===== src/rtl/md_iter_unit.sv =====
// rtl/md_iter_unit.sv - iterative shift-add multiply / restoring divide sequencer owning HI/LO
// Optional MD_EARLY_TERM_EN: MULT leaves RUN once the remaining multiplier bits are all zero.
module md_iter_unit #(
  parameter int               XLEN    = 32,
  parameter logic [XLEN-1:0]  DIV0_LO = {XLEN{1'b1}}
) (
  input  logic            clk,
  input  logic            rst_n,
  input  logic            start,
  input  logic [2:0]      func,
  input  logic            sign,
  input  logic [XLEN-1:0] opa,
  input  logic [XLEN-1:0] opb,
  input  logic            rd_req,
  input  logic            cancel,
  output logic            busy,
  output logic            stall_req,
  output logic            done,
  output logic [XLEN-1:0] hi,
  output logic [XLEN-1:0] lo
);

  localparam int CW = $clog2(XLEN);
  localparam logic [CW-1:0] LAST = CW'(XLEN - 1);

  localparam logic [2:0] F_MULT = 3'b001;
  localparam logic [2:0] F_DIV  = 3'b010;
  localparam logic [2:0] F_MTHI = 3'b011;
  localparam logic [2:0] F_MTLO = 3'b100;

  typedef enum logic [1:0] {IDLE, RUN, FIX} state_t;

  state_t            state, state_nx;
  logic [CW-1:0]     count;
  logic              is_div, sa, sb;
  logic [XLEN-1:0]   opa_raw;
  logic [XLEN-1:0]   opb_mag;
  logic [2*XLEN-1:0] acc;
  logic [2*XLEN-1:0] mcand;

  logic              accept;
  logic [XLEN-1:0]   a_mag, b_mag;
  logic [2*XLEN-1:0] acc_mul, acc_div;
  logic [XLEN-1:0]   mplier_nx;
  logic [XLEN:0]     shifted_rem, diff;
  logic              ge, last;
  logic [2*XLEN-1:0] mul_res;
  logic [XLEN-1:0]   quo, rem, quo_res, rem_res;

  assign busy      = (state != IDLE);
  assign stall_req = busy & (rd_req | start);

  assign accept = (state == IDLE) & start & ~cancel & ((func == F_MULT) | (func == F_DIV));
  assign a_mag  = (sign & opa[XLEN-1]) ? -opa : opa;
  assign b_mag  = (sign & opb[XLEN-1]) ? -opb : opb;

  // Multiply: accumulate the left-shifting multiplicand while the multiplier shifts right.
  assign acc_mul   = acc + (opb_mag[0] ? mcand : '0);
  assign mplier_nx = opb_mag >> 1;

  // Divide: acc holds {partial remainder, dividend/quotient}; shifted remainder needs one extra bit.
  assign shifted_rem = acc[2*XLEN-1:XLEN-1];
  assign ge          = (shifted_rem >= {1'b0, opb_mag});
  assign diff        = shifted_rem - {1'b0, opb_mag};
  assign acc_div     = ge ? {diff[XLEN-1:0], acc[XLEN-2:0], 1'b1} : {acc[2*XLEN-2:0], 1'b0};

`ifdef MD_EARLY_TERM_EN
  assign last = (count == LAST) | (~is_div & (mplier_nx == '0));
`else
  assign last = (count == LAST);
`endif

  assign mul_res = (sa ^ sb) ? -acc : acc;
  assign quo     = acc[XLEN-1:0];
  assign rem     = acc[2*XLEN-1:XLEN];
  assign quo_res = (sa ^ sb) ? -quo : quo;
  assign rem_res = sa ? -rem : rem;

  always_comb begin
    state_nx = state;
    case (state)
      IDLE:    if (accept) state_nx = RUN;
      RUN:     if (cancel) state_nx = IDLE;
               else if (last) state_nx = FIX;
      FIX:     state_nx = IDLE;
      default: state_nx = IDLE;
    endcase
  end

  always_ff @(posedge clk or negedge rst_n) begin
    if (!rst_n) state <= IDLE;
    else        state <= state_nx;
  end

  always_ff @(posedge clk or negedge rst_n) begin
    if (!rst_n) begin
      count   <= '0;
      is_div  <= 1'b0;
      sa      <= 1'b0;
      sb      <= 1'b0;
      opa_raw <= '0;
      opb_mag <= '0;
      acc     <= '0;
      mcand   <= '0;
      hi      <= '0;
      lo      <= '0;
      done    <= 1'b0;
    end else begin
      done <= 1'b0;
      case (state)
        IDLE: begin
          if (accept) begin
            count   <= '0;
            is_div  <= (func == F_DIV);
            sa      <= sign & opa[XLEN-1];
            sb      <= sign & opb[XLEN-1];
            opa_raw <= opa;
            opb_mag <= b_mag;
            acc     <= (func == F_DIV) ? {{XLEN{1'b0}}, a_mag} : '0;
            mcand   <= {{XLEN{1'b0}}, a_mag};
          end else if (start && !cancel && func == F_MTHI) begin
            hi <= opa;
          end else if (start && !cancel && func == F_MTLO) begin
            lo <= opa;
          end
        end
        RUN: begin
          count <= count + 1'b1;
          if (is_div) begin
            acc <= acc_div;
          end else begin
            acc     <= acc_mul;
            mcand   <= mcand << 1;
            opb_mag <= mplier_nx;
          end
        end
        FIX: begin
          if (!cancel) begin
            done <= 1'b1;
            if (!is_div) begin
              {hi, lo} <= mul_res;
            end else if (opb_mag == '0) begin
              hi <= opa_raw;
              lo <= DIV0_LO;
            end else begin
              hi <= rem_res;
              lo <= quo_res;
            end
          end
        end
        default: ;
      endcase
    end
  end

endmodule


===== config.mk =====
export PLATFORM = sky130hd
export DESIGN_NAME = md_iter_unit
export DESIGN_NICKNAME = d
export VERILOG_FILES = /design/src/rtl/md_iter_unit.sv
export SDC_FILE = /design/constraint.sdc
export NUM_CORES = 1
export LEC_CHECK = 0
export CORE_MARGIN = 2
export CORE_UTILIZATION = 30
export DETAILED_ROUTE_END_ITERATION = 12
export SETUP_SLACK_MARGIN = 0.02
export SYNTH_ARGS = -nofsm -noshare
export SYNTH_HDL_FRONTEND = slang
export SYNTH_SLANG_ARGS = --single-unit

===== constraint.sdc =====
create_clock -name clk -period 5.75 [get_ports clk]
set_input_delay 1.15 -clock clk [delete_from_list [all_inputs] [get_ports clk]]
set_output_delay 1.15 -clock clk [all_outputs]
set_load 0.05 [all_outputs]

==> summary.txt, run 1 <==
Synth
  • Sequential cell area fraction in the yosys report: 31.1%
  • Count of cell types in the netlist: 71
  • Primary FF master, synth: sky130_fd_sc_hd__dfrtp_1
  • Fraction of synthesis flops using an asynchronous set or reset pin: 100%
  • EDFF count, synth: 0
  • Syn Inst Count: ~2800
  • Net Count, Synth: roughly 3000
  • Flop and latch count out of synthesis: 267
  • Syn_area_per_cell: around 7.7 um^2
  • Count of yosys warnings during synthesis: 0
  • Post-synth design cell area: 0.0215 mm^2

Timing
  • Fmax achieved: ~220 MHz
  • Number of pins with negative max-slew slack in the final report: 0
  • Sum of negative setup slack: 0 ns
  • Fin Hold WS: between 0.4 and 0.5 ns
  • Min cycle time layout: about 4.6 ns
  • Final number of hold-violating endpoints: 0
  • Final setup skew: between 0.015 and 0.02 ns
  • Tightest slew margin relative to the limit: a little over a quarter
  • Minimum setup slack in the final design: ~1.1 ns
  • Worst Max-Slew Pin Slew: 1.09 ns
  • Crit share post-route: between 80% and 90%
  • Count of final setup violators: 0
  • Unrepaired setup endpoints after global routing: false

Final layout
  • Most common library cell in the layout ignoring fill and taps: sky130_fd_sc_hd__nand2_1
  • Ratio of cells with drive above 1 in the final layout: 5.67%
  • Antenna diode count: 0
  • Area delta synth->final: 15.4%
  • Util after Layout: a little over a third
  • Commonest cells after routing, fill and taps aside: 366 x sky130_fd_sc_hd__nand2_1, 326 x sky130_fd_sc_hd__o21ai_0, 269 x sky130_fd_sc_hd__a21oi_1
  • Non-Filler Instances: around 3800
  • Number of nets in the layout: a little under 3000

Route
  • Average wire per standard cell: slightly above 20 um
  • First-pass iteration count of the detailed router: 6
  • Post-detailed-route DRC marker count: 0
  • Total number of vias: approximately 21000
  • Number of vias per cell after detailed routing: roughly 5.6
  • Wire length reported by the detailed router: slightly below 80 mm
  • 1st-iter DRT viols: around 1900
  • Number of routed nets with antenna violations: 0

Global route
  • Overall fraction of global-route tracks in use: between 20% and 30%
  • Largest net degree at the start of global routing: about 100
  • Overflow after GRT: 0
  • Number of global-route vias before repair: roughly 20000
  • First-pass GRT wire length: approximately 120 mm
  • Antenna violations before repair: 0

Placement
  • Sum of net half-perimeters after detailed placement: slightly below 60 mm
  • Placer's final routability congestion estimate: slightly below 1
  • DP Worst Slack: between 1 and 1.5 ns
  • IO Port Bufs: roughly 140
  • DP Cell Count: 3714

Setup path
  • Required time at the worst-slack endpoint: between 6 and 7 ns
  • Signal arrival time at the worst endpoint: 5.10 ns
  • Worst Path Buf+Inv: 2
  • Type of element capturing the critical path: flip-flop
  • Cell with the most instances on the worst path: sky130_fd_sc_hd__o21ai_0
  • Slowest CP cell: sky130_fd_sc_hd__dfrtp_1
  • Family with the most delay on the worst path: compound AO/OA/AOI/OAI gates
  • Startpoint type of the worst setup path: flip-flop
  • Type of the worst setup path: flip-flop to flip-flop
  • CP max FO: 37
  • Cell-by-cell listing of the critical path: buf_4, ha_1, nor2b_1, o2111ai_1, a211oi_1, a211o_1, o21ai_0, nand3_1, a41oi_4, buf_12, mux2_2, a21oi_1, o21ai_0
  • Slowest stage delay, CP: ~0.90 ns

Die
  • Core region area: just over 0.07 mm^2
  • Die Footprint: ~0.074 mm^2
  • Initial Util: between 30% and 40%
  • Boundary Pins: 140
  • Die height: 272 um
  • Standard-cell row count: roughly 100
  • Die X-Extent: 272 um

Clock tree
  • Number of hold buffers added after cts: 0
  • Setup bufs post-CTS: 0
  • Number of H-tree levels: 1
  • Clock sink count: ~270
  • Longest Clk Path Bufs: 3
  • Skew-Pair Late Insertion Delay: slightly above 0.6 ns
  • CTS tree: done
  • Root Driver: sky130_fd_sc_hd__clkbuf_16
  • Post-CTS resize count: 0
  • Total clock buffers created by CTS: 31
  • Post-CTS clock slew at the launch and capture registers of the worst setup and hold paths: 0.06 ns

Outcome
  • Outcome: completed

Power
  • Max rail drop VDD: around 0.30 mV
  • Leakage power total: approximately 10 nW
  • P per Cell Area: between 400 and 500 mW/mm^2

Min path
  • Type of the most critical hold path: flip-flop to flip-flop

Flow run
  • Max-capacitance violation count: 0
==> report_power, final <==
group / switching, W / internal, W
clock network: 0.000862 / 0.00123
registers: 0.000947 / 0.00239
logic: 0.00393 / 0.00261
total: 0.00574 / 0.00623
==> metal layers <==
layer | vias up | wire length, um | GRT usage, %
li1 | 10100 | - | -
met1 | 10100 | 34900 | 28.1
met2 | 791 | 34800 | 32.6
met3 | 147 | 5290 | 2.78
met4 | 0 | 3290 | 8.43
met5 | - | 0 | 0
==> cell families (layout without fill, tap and decap cells) <==
kind of cell,Yosys count,in the layout,share of synthesized area (%)
flip-flops,267,267,31.1
XOR/XNOR,204,204,8.31
adder cells (fa/ha/maj),103,103,6.06
AND/OR/NAND/NOR,917,917,20.0
multiplexers,65,65,3.25
AO/OA/AOI/OAI,955,955,26.6
buffers and inverters,271,310,4.77
==> worst register-to-register path, delay by kind of cell (launching register included) <==
family,cells,cell delay (ns)
adder cells (fa/ha/maj),1,0.23
buffers and inverters,2,0.69
multiplexers,1,0.38
flip-flops,1,0.90
AO/OA/AOI/OAI,7,2.01
AND/OR/NAND/NOR,2,0.30
==> cells in the mapped netlist (56+ instances only) <==
cell type	n	area, um^2
sky130_fd_sc_hd__ha_1	101	1260
sky130_fd_sc_hd__inv_1	73	274
sky130_fd_sc_hd__nor2_1	190	713
sky130_fd_sc_hd__xor2_1	90	788
sky130_fd_sc_hd__nand3_1	56	280
sky130_fd_sc_hd__nand2_1	368	1380
sky130_fd_sc_hd__dfrtp_1	267	6680
sky130_fd_sc_hd__and2_1	72	450
sky130_fd_sc_hd__xnor2_1	114	998
sky130_fd_sc_hd__a21oi_1	271	1360
sky130_fd_sc_hd__o21ai_0	326	1630
sky130_fd_sc_hd__clkbuf_1	177	664
==> worst paths after layout <==
path / start / endpoint / slack [ns] / depth (start not counted)
max in group asynchronous: rst_n / opb_mag[4]$_DFFE_PN0P_ / 3.97 / 2
min in group asynchronous: rst_n / lo[11]$_DFFE_PN0P_ / 0.58 / 1
worst max-delay path: opb_mag[0]$_DFFE_PN0P_ / acc[38]$_DFFE_PN0P_ / 1.10 / 13
worst min-delay path: lo[26]$_DFFE_PN0P_ / lo[26]$_DFFE_PN0P_ / 0.48 / 2
worst min register to register: lo[26]$_DFFE_PN0P_ / lo[26]$_DFFE_PN0P_ / 0.48 / 2
worst max register to register: opb_mag[0]$_DFFE_PN0P_ / acc[38]$_DFFE_PN0P_ / 1.10 / 13
==> flip-flops by register name, summed over array words and instances (netlist names) <==
signal / flops
count: 5
sa: 1
hi: 32
state: 2
sb: 1
opb_mag: 32
acc: 64
opa_raw: 32
is_div: 1
done: 1
lo: 32
mcand: 64
==> area by class of cell <==
class / instances / area [um^2]
Fill cell: 7507 / 46400
Multi-Input combinational cell: 2244 / 13900
Sequential cell: 267 / 6690
Timing Repair Buffer: 180 / 1730
Tap cell: 950 / 1190
Clock buffer: 47 / 886
Inverter: 73 / 274
Clock inverter: 10 / 158
==> stage by stage <==
step	instance area [um^2]	total power (W)
after floorplan	21500	0.00773
after global placement	23800	0.00976
after detailed placement	23800	0.00976
after CTS	24800	0.0119
after global routing	24800	0.0128
final	24800	0.0120
No activity file was read; power rests on OpenSTA's default activity.
==> run 2: changes to the inputs <==
==> constraint.sdc (replaced) <==
create_clock -name clk -period 4.9 [get_ports clk]
set_input_delay 0.98 -clock clk [delete_from_list [all_inputs] [get_ports clk]]
set_output_delay 0.98 -clock clk [all_outputs]
set_load 0.05 [all_outputs]
==> summary.txt, run 2 (synthesis results as in run 1) <==
Die
  • Initial Util: 30.2% (unchanged)
  • Die Footprint: 0.0738 mm^2 (unchanged)
  • Boundary Pins: 140 (unchanged)
  • Standard-cell row count: 98 (unchanged)
  • Core region area: 0.0712 mm^2 (unchanged)
  • Die X-Extent: 272 um (unchanged)
  • Die height: 272 um (unchanged)

Global route
  • Overflow after GRT: 0 (unchanged)
  • Antenna violations before repair: 0 (unchanged)
  • Largest net degree at the start of global routing: 108 (+6.9%)
  • Overall fraction of global-route tracks in use: 20.7% (+0.18 points)
  • Number of global-route vias before repair: 19800 (+0.41%)
  • First-pass GRT wire length: 121 mm (+0.86%)

Setup path
  • CP max FO: 29 (-22%)
  • Type of the worst setup path: flip-flop to flip-flop
  • Signal arrival time at the worst endpoint: 4.85 ns (-0.25 ns)
  • Required time at the worst-slack endpoint: 5.39 ns (-0.81 ns)
  • Type of element capturing the critical path: flip-flop
  • Startpoint type of the worst setup path: flip-flop

Final layout
  • Antenna diode count: 0 (unchanged)
  • Commonest cells after routing, fill and taps aside: 366 x sky130_fd_sc_hd__nand2_1, 326 x sky130_fd_sc_hd__o21ai_0, 269 x sky130_fd_sc_hd__a21oi_1
  • Number of nets in the layout: 3000 (+0.91%)
  • Most common library cell in the layout ignoring fill and taps: sky130_fd_sc_hd__nand2_1
  • Area delta synth->final: 16.8%
  • Filler cell count: 7452 (-0.73%)
  • Area taken by multi-input logic gates: 0.0139 mm^2 (about the same)
  • Ratio of cells with drive above 1 in the final layout: 6.85% (+1.2 points)
  • Regs by FF count: acc x64, mcand x64
  • Area occupied by registers: 0.00669 mm^2 (unchanged)

Route
  • Number of vias per cell after detailed routing: 5.62 (+0.46%)
  • Post-detailed-route DRC marker count: 0 (unchanged)
  • 1st-iter DRT viols: 1972 (+6.4%)
  • Routed met3 length: 5.77 mm (+9.0%)
  • Topmost layer with routed signal wires: met4
  • Total number of vias: 21300 (+1.2%)
  • First-pass iteration count of the detailed router: 7 (+1)
  • Routed length on met2: 35.0 mm (+0.63%)
  • Number of routed nets with antenna violations: 0 (unchanged)
  • Average wire per standard cell: 20.8 um (about the same)
  • Routed length on met1: 35.3 mm (+0.96%)
  • Wire length reported by the detailed router: 79.0 mm (+0.78%)

Timing
  • Crit share post-route: 88.9% (+8.1 points)
  • Number of pins with negative max-slew slack in the final report: 0 (unchanged)
  • Unrepaired setup endpoints after global routing: false
  • Fmax achieved: 229 MHz (+6.7%)
  • Tightest slew margin relative to the limit: 32.3% (+5.1 points)
  • Final number of hold-violating endpoints: 0 (unchanged)
  • Final setup skew: 0.0183 ns (-0.000325 ns)
  • Fin Hold WS: 0.372 ns (-0.104 ns)
  • Worst Max-Slew Pin Slew: 1.01 ns (-0.0747 ns)
  • Count of final setup violators: 0 (unchanged)
  • Min cycle time layout: 4.36 ns (-0.291 ns)
  • Sum of negative setup slack: 0 ns (unchanged)

Clock tree
  • Skew-Pair Late Insertion Delay: 0.62 ns (about the same)
  • Post-CTS clock slew at the launch and capture registers of the worst setup and hold paths: 0.06 ns (about the same)
  • Setup bufs post-CTS: 0 (unchanged)
  • Number of H-tree levels: 1 (unchanged)
  • Post-CTS resize count: 0 (unchanged)
  • Clock sink count: 267 (unchanged)
  • CTS tree: done
  • Number of hold buffers added after cts: 0 (unchanged)
  • Total clock buffers created by CTS: 31 (unchanged)
  • Root Driver: sky130_fd_sc_hd__clkbuf_16
  • Longest Clk Path Bufs: 3 (unchanged)

Outcome
  • Outcome: completed

Placement
  • Placer's final routability congestion estimate: 0.956 (-0.74%)
  • IO Port Bufs: 139 (unchanged)
  • Sum of net half-perimeters after detailed placement: 58.4 mm (+0.45%)

Power
  • Design internal power: 0.00747 W (+20%)
  • Clock share of power: 18.0% (+0.5 points)
  • Combinational cell fraction of total power: 55.9% (+1.2 points)
  • P per Cell Area: 566 mW/mm^2 (+17%)
  • Seq pwr share: 26.1% (-1.7 points)
  • Max rail drop VDD: 0.293 mV (-3.6%)
  • Leakage power total: 10.6 nW (+1.7%)
  • Sw power: 0.00676 W (+18%)
  • Total design power: 0.0142 W (+19%)
  • Sw frac: 47.5% (-0.45 points)

Min path
  • Type of the most critical hold path: input pin to asynchronous set/reset pin

Flow run
  • Max-capacitance violation count: 0 (unchanged)
run 2: final timing paths:
path                                        start                      end  slack [ns]  cells past startpoint
max                        opb_mag[0]$_DFFE_PN0P_      acc[56]$_DFFE_PN0P_        0.54                     15
min                                         rst_n  opa_raw[10]$_DFFE_PN0P_        0.37                      1
max reg2reg                opb_mag[0]$_DFFE_PN0P_      acc[56]$_DFFE_PN0P_        0.54                     15
min reg2reg                     lo[6]$_DFFE_PN0P_        lo[6]$_DFFE_PN0P_        0.48                      2
max in group asynchronous                   rst_n      acc[62]$_DFFE_PN0P_        3.42                      2
min in group clk                lo[6]$_DFFE_PN0P_        lo[6]$_DFFE_PN0P_        0.48                      2
run 2: metal layers:
| metal | global-route usage [%] | up-vias |
|---|---|---|
| li1 | - | 10100 |
| met1 | 29.3 | 10200 |
| met2 | 32.5 | 868 |
| met3 | 2.36 | 135 |
| met4 | 7.43 | 0 |
| met5 | 0 | - |
run 2: layout make-up:
class                      instances  share of cell area (%)
multi-input combinational       2244                    55.4
sequential                       267                    26.6
timing repair buffer             207                    7.79
tap                              950                    4.73
inverter                          73                    1.09
clock inverter                    15                   0.832
clock buffer                      41                    3.56
run 2: critical path: stages, from the launching register on:
cell and delay [ns]:
sky130_fd_sc_hd__dfrtp_1 0.39, sky130_fd_sc_hd__buf_12 0.16, sky130_fd_sc_hd__and2_1 0.15, sky130_fd_sc_hd__ha_1 0.20, sky130_fd_sc_hd__fa_1 0.40, sky130_fd_sc_hd__a21o_1 0.20
sky130_fd_sc_hd__a221o_1 0.35, sky130_fd_sc_hd__a31oi_1 0.55, sky130_fd_sc_hd__o21ai_0 0.33, sky130_fd_sc_hd__a2111oi_0 0.42, sky130_fd_sc_hd__buf_4 0.20, sky130_fd_sc_hd__or2_2 0.12
sky130_fd_sc_hd__o21ai_0 0.10, sky130_fd_sc_hd__a21boi_0 0.23, sky130_fd_sc_hd__xnor2_1 0.10, sky130_fd_sc_hd__a221o_1 0.32
run 2: power groups by stage:
stage	registers (W)	clock network, W	logic, W
after floorplan	0.00374	0	0.00533
after global placement	0.00370	0	0.00781
after detailed placement	0.00370	0	0.00780
after CTS	0.00367	0.00258	0.00784
after global routing	0.00377	0.00269	0.00870
final	0.00371	0.00256	0.00795
run 2: stage by stage:
stage / instance area [um^2] / setup slack (ns) / utilization, % / instances
after floorplan: 21500 / 0.989 / - / 2782
after detailed placement: 24000 / 0.621 / 33.7 / 3741
after CTS: 25100 / 0.597 / 35.3 / 3797
final: 25100 / 0.542 / 35.3 / 3797
after global placement: 24000 / 0.624 / 33.7 / 3741
after global routing: 25100 / 0.310 / 35.3 / 3797
==> run 3: changes to the inputs <==
==> constraint.sdc (replaced) <==
create_clock -name clk -period 5.2 [get_ports clk]
set_input_delay 1.04 -clock clk [delete_from_list [all_inputs] [get_ports clk]]
set_output_delay 1.04 -clock clk [all_outputs]
set_load 0.05 [all_outputs]
==> summary.txt, run 3 (synthesis results as in run 1) <==
Die
  • Die height: 272 um (unchanged)
  • Initial Util: 30.2% (unchanged)
  • Die X-Extent: 272 um (unchanged)
  • Core region area: 0.0712 mm^2 (unchanged)
  • Die Footprint: 0.0738 mm^2 (unchanged)
  • Standard-cell row count: 98 (unchanged)
  • Boundary Pins: 140 (unchanged)

Clock tree
  • Longest Clk Path Bufs: 3 (unchanged)
  • Total clock buffers created by CTS: 30 (-3.2%)
  • Number of H-tree levels: 1 (unchanged)
  • Post-CTS resize count: 0 (unchanged)
  • Skew-Pair Late Insertion Delay: 0.60 ns (-0.02 ns)
  • Root Driver: sky130_fd_sc_hd__clkbuf_16
  • Clock sink count: 267 (unchanged)
  • CTS tree: done
  • Post-CTS clock slew at the launch and capture registers of the worst setup and hold paths: 0.06 ns (about the same)
  • Setup bufs post-CTS: 0 (unchanged)
  • Number of hold buffers added after cts: 0 (unchanged)

Timing
  • Worst Max-Slew Pin Slew: 1.07 ns (+0.0528 ns)
  • Final number of hold-violating endpoints: 0 (unchanged)
  • Min cycle time layout: 4.51 ns (+0.152 ns)
  • Unrepaired setup endpoints after global routing: false
  • Final setup skew: 0.0303 ns (+0.0121 ns)
  • Crit share post-route: 86.7% (-2.2 points)
  • Fmax achieved: 222 MHz (-3.4%)
  • Number of pins with negative max-slew slack in the final report: 0 (unchanged)
  • Sum of negative setup slack: 0 ns (unchanged)
  • Count of final setup violators: 0 (unchanged)
  • Fin Hold WS: 0.448 ns (+0.0757 ns)
  • Tightest slew margin relative to the limit: 28.8% (-3.5 points)

Final layout
  • Number of nets in the layout: 2986 (-0.47%)
  • Most common library cell in the layout ignoring fill and taps: sky130_fd_sc_hd__nand2_1
  • Commonest cells after routing, fill and taps aside: 366 x sky130_fd_sc_hd__nand2_1, 326 x sky130_fd_sc_hd__o21ai_0, 269 x sky130_fd_sc_hd__a21oi_1
  • Area delta synth->final: 16.4%
  • Final standard cell area without fillers: 0.0250 mm^2 (-0.35%)
  • Regs by FF count: acc x64, mcand x64
  • Ratio of cells with drive above 1 in the final layout: 6.28% (-0.57 points)
  • Util after Layout: 35.1% (-0.12 points)
  • Antenna diode count: 0 (unchanged)

Global route
  • Number of global-route vias before repair: 20000 (+1.2%)
  • Antenna violations before repair: 0 (unchanged)
  • Overflow after GRT: 0 (unchanged)
  • First-pass GRT wire length: 121 mm (about the same)
  • Overall fraction of global-route tracks in use: 20.6% (-0.071 points)
  • Largest net degree at the start of global routing: 102 (-5.6%)

Placement
  • Sum of net half-perimeters after detailed placement: 57.6 mm (-1.4%)
  • Area of placed instances: 0.0239 mm^2 (-0.46%)
  • Placer's final routability congestion estimate: 0.958 (+0.21%)
  • IO Port Bufs: 139 (unchanged)

Setup path
  • Signal arrival time at the worst endpoint: 4.97 ns (+0.12 ns)
  • Required time at the worst-slack endpoint: 5.66 ns (+0.27 ns)
  • Startpoint type of the worst setup path: flip-flop
  • Beginning of the worst register-to-register path: opb_mag[0]$_DFFE_PN0P_
  • Startpoint of the worst setup timing path: opb_mag[0]$_DFFE_PN0P_
  • Type of element capturing the critical path: flip-flop
  • CP max FO: 20 (-31%)
  • Type of the worst setup path: flip-flop to flip-flop

Power
  • Clock share of power: 18.2% (+0.2 points)
  • P per Cell Area: 535 mW/mm^2 (-5.5%)
  • Total design power: 0.0134 W (-5.9%)
  • Design internal power: 0.00705 W (-5.6%)
  • Sw frac: 47.3% (-0.15 points)
  • Leakage power total: 10.5 nW (-0.61%)
  • Sw power: 0.00634 W (-6.2%)
  • Seq pwr share: 26.5% (+0.4 points)
  • Combinational cell fraction of total power: 55.2% (-0.7 points)
  • Max rail drop VDD: 0.331 mV (+13%)

Route
  • First-pass iteration count of the detailed router: 5 (-2)
  • Wire length reported by the detailed router: 78.4 mm (-0.72%)
  • Number of vias per cell after detailed routing: 5.60 (-0.38%)
  • 1st-iter DRT viols: 1862 (-5.6%)
  • Post-detailed-route DRC marker count: 0 (unchanged)
  • Average wire per standard cell: 20.7 um (-0.38%)
  • Number of routed nets with antenna violations: 0 (unchanged)
  • Total number of vias: 21200 (-0.72%)

Min path
  • Type of the most critical hold path: input pin to asynchronous set/reset pin

Flow run
  • Max-capacitance violation count: 0 (unchanged)

Outcome
  • Outcome: completed
[run 3: power groups by stage]
stage	combinational (W)	sequential, W	clock (W)
floorplan	0.00503	0.00352	0
global placement	0.00726	0.00354	0
detailed placement	0.00726	0.00355	0
CTS	0.00730	0.00351	0.00246
global route	0.00811	0.00361	0.00254
finish	0.00740	0.00355	0.00244
[run 3: worst paths after layout]
| check | endpoint | slack, ns | depth (start not counted) |
|---|---|---|---|
| worst max-delay path | acc[59]$_DFFE_PN0P_ | 0.69 | 13 |
| worst min-delay path | lo[5]$_DFFE_PN0P_ | 0.45 | 1 |
| worst max register to register | acc[59]$_DFFE_PN0P_ | 0.69 | 13 |
| worst min register to register | lo[6]$_DFFE_PN0P_ | 0.48 | 2 |
| max in group asynchronous | opb_mag[21]$_DFFE_PN0P_ | 3.62 | 2 |
| min in group clk | lo[6]$_DFFE_PN0P_ | 0.48 | 2 |
[run 3: area by class of cell]
cell class	count	area, um^2
tap	950	1190
sequential	267	6690
multi-input combinational	2244	13900
timing repair buffer	194	1850
inverter	73	274
fill	7448	46200
clock buffer	45	908
clock inverter	11	215
[run 3: routing by layer]
layer  vias up  routed length [um]  global-route usage (%)
li1      10100                   -                       -
met1     10100               35100                    28.9
met2       873               35000                    33.0
met3       125                5550                    2.42
met4         0                2720                    6.81
met5         -                   0                       0
[run 3: per-stage QoR]
step,std cells,setup slack [ns]
floorplan,2782,1.29
CTS,3784,0.802
global route,3784,0.449
detailed placement,3728,0.811
global placement,3728,0.853
finish,3784,0.690
[run 3: critical path: stages (launching register included)]
cell	delay, ns
sky130_fd_sc_hd__dfrtp_1	0.46
sky130_fd_sc_hd__buf_4	0.24
sky130_fd_sc_hd__and2_1	0.16
sky130_fd_sc_hd__ha_1	0.34
sky130_fd_sc_hd__a21o_1	0.21
sky130_fd_sc_hd__a31oi_1	0.22
sky130_fd_sc_hd__a211oi_1	0.25
sky130_fd_sc_hd__o311ai_0	0.73
sky130_fd_sc_hd__a21oi_1	0.30
sky130_fd_sc_hd__o21ai_0	0.63
sky130_fd_sc_hd__o21ai_0	0.28
sky130_fd_sc_hd__a21boi_0	0.27
sky130_fd_sc_hd__xor2_1	0.19
sky130_fd_sc_hd__o21ai_0	0.09
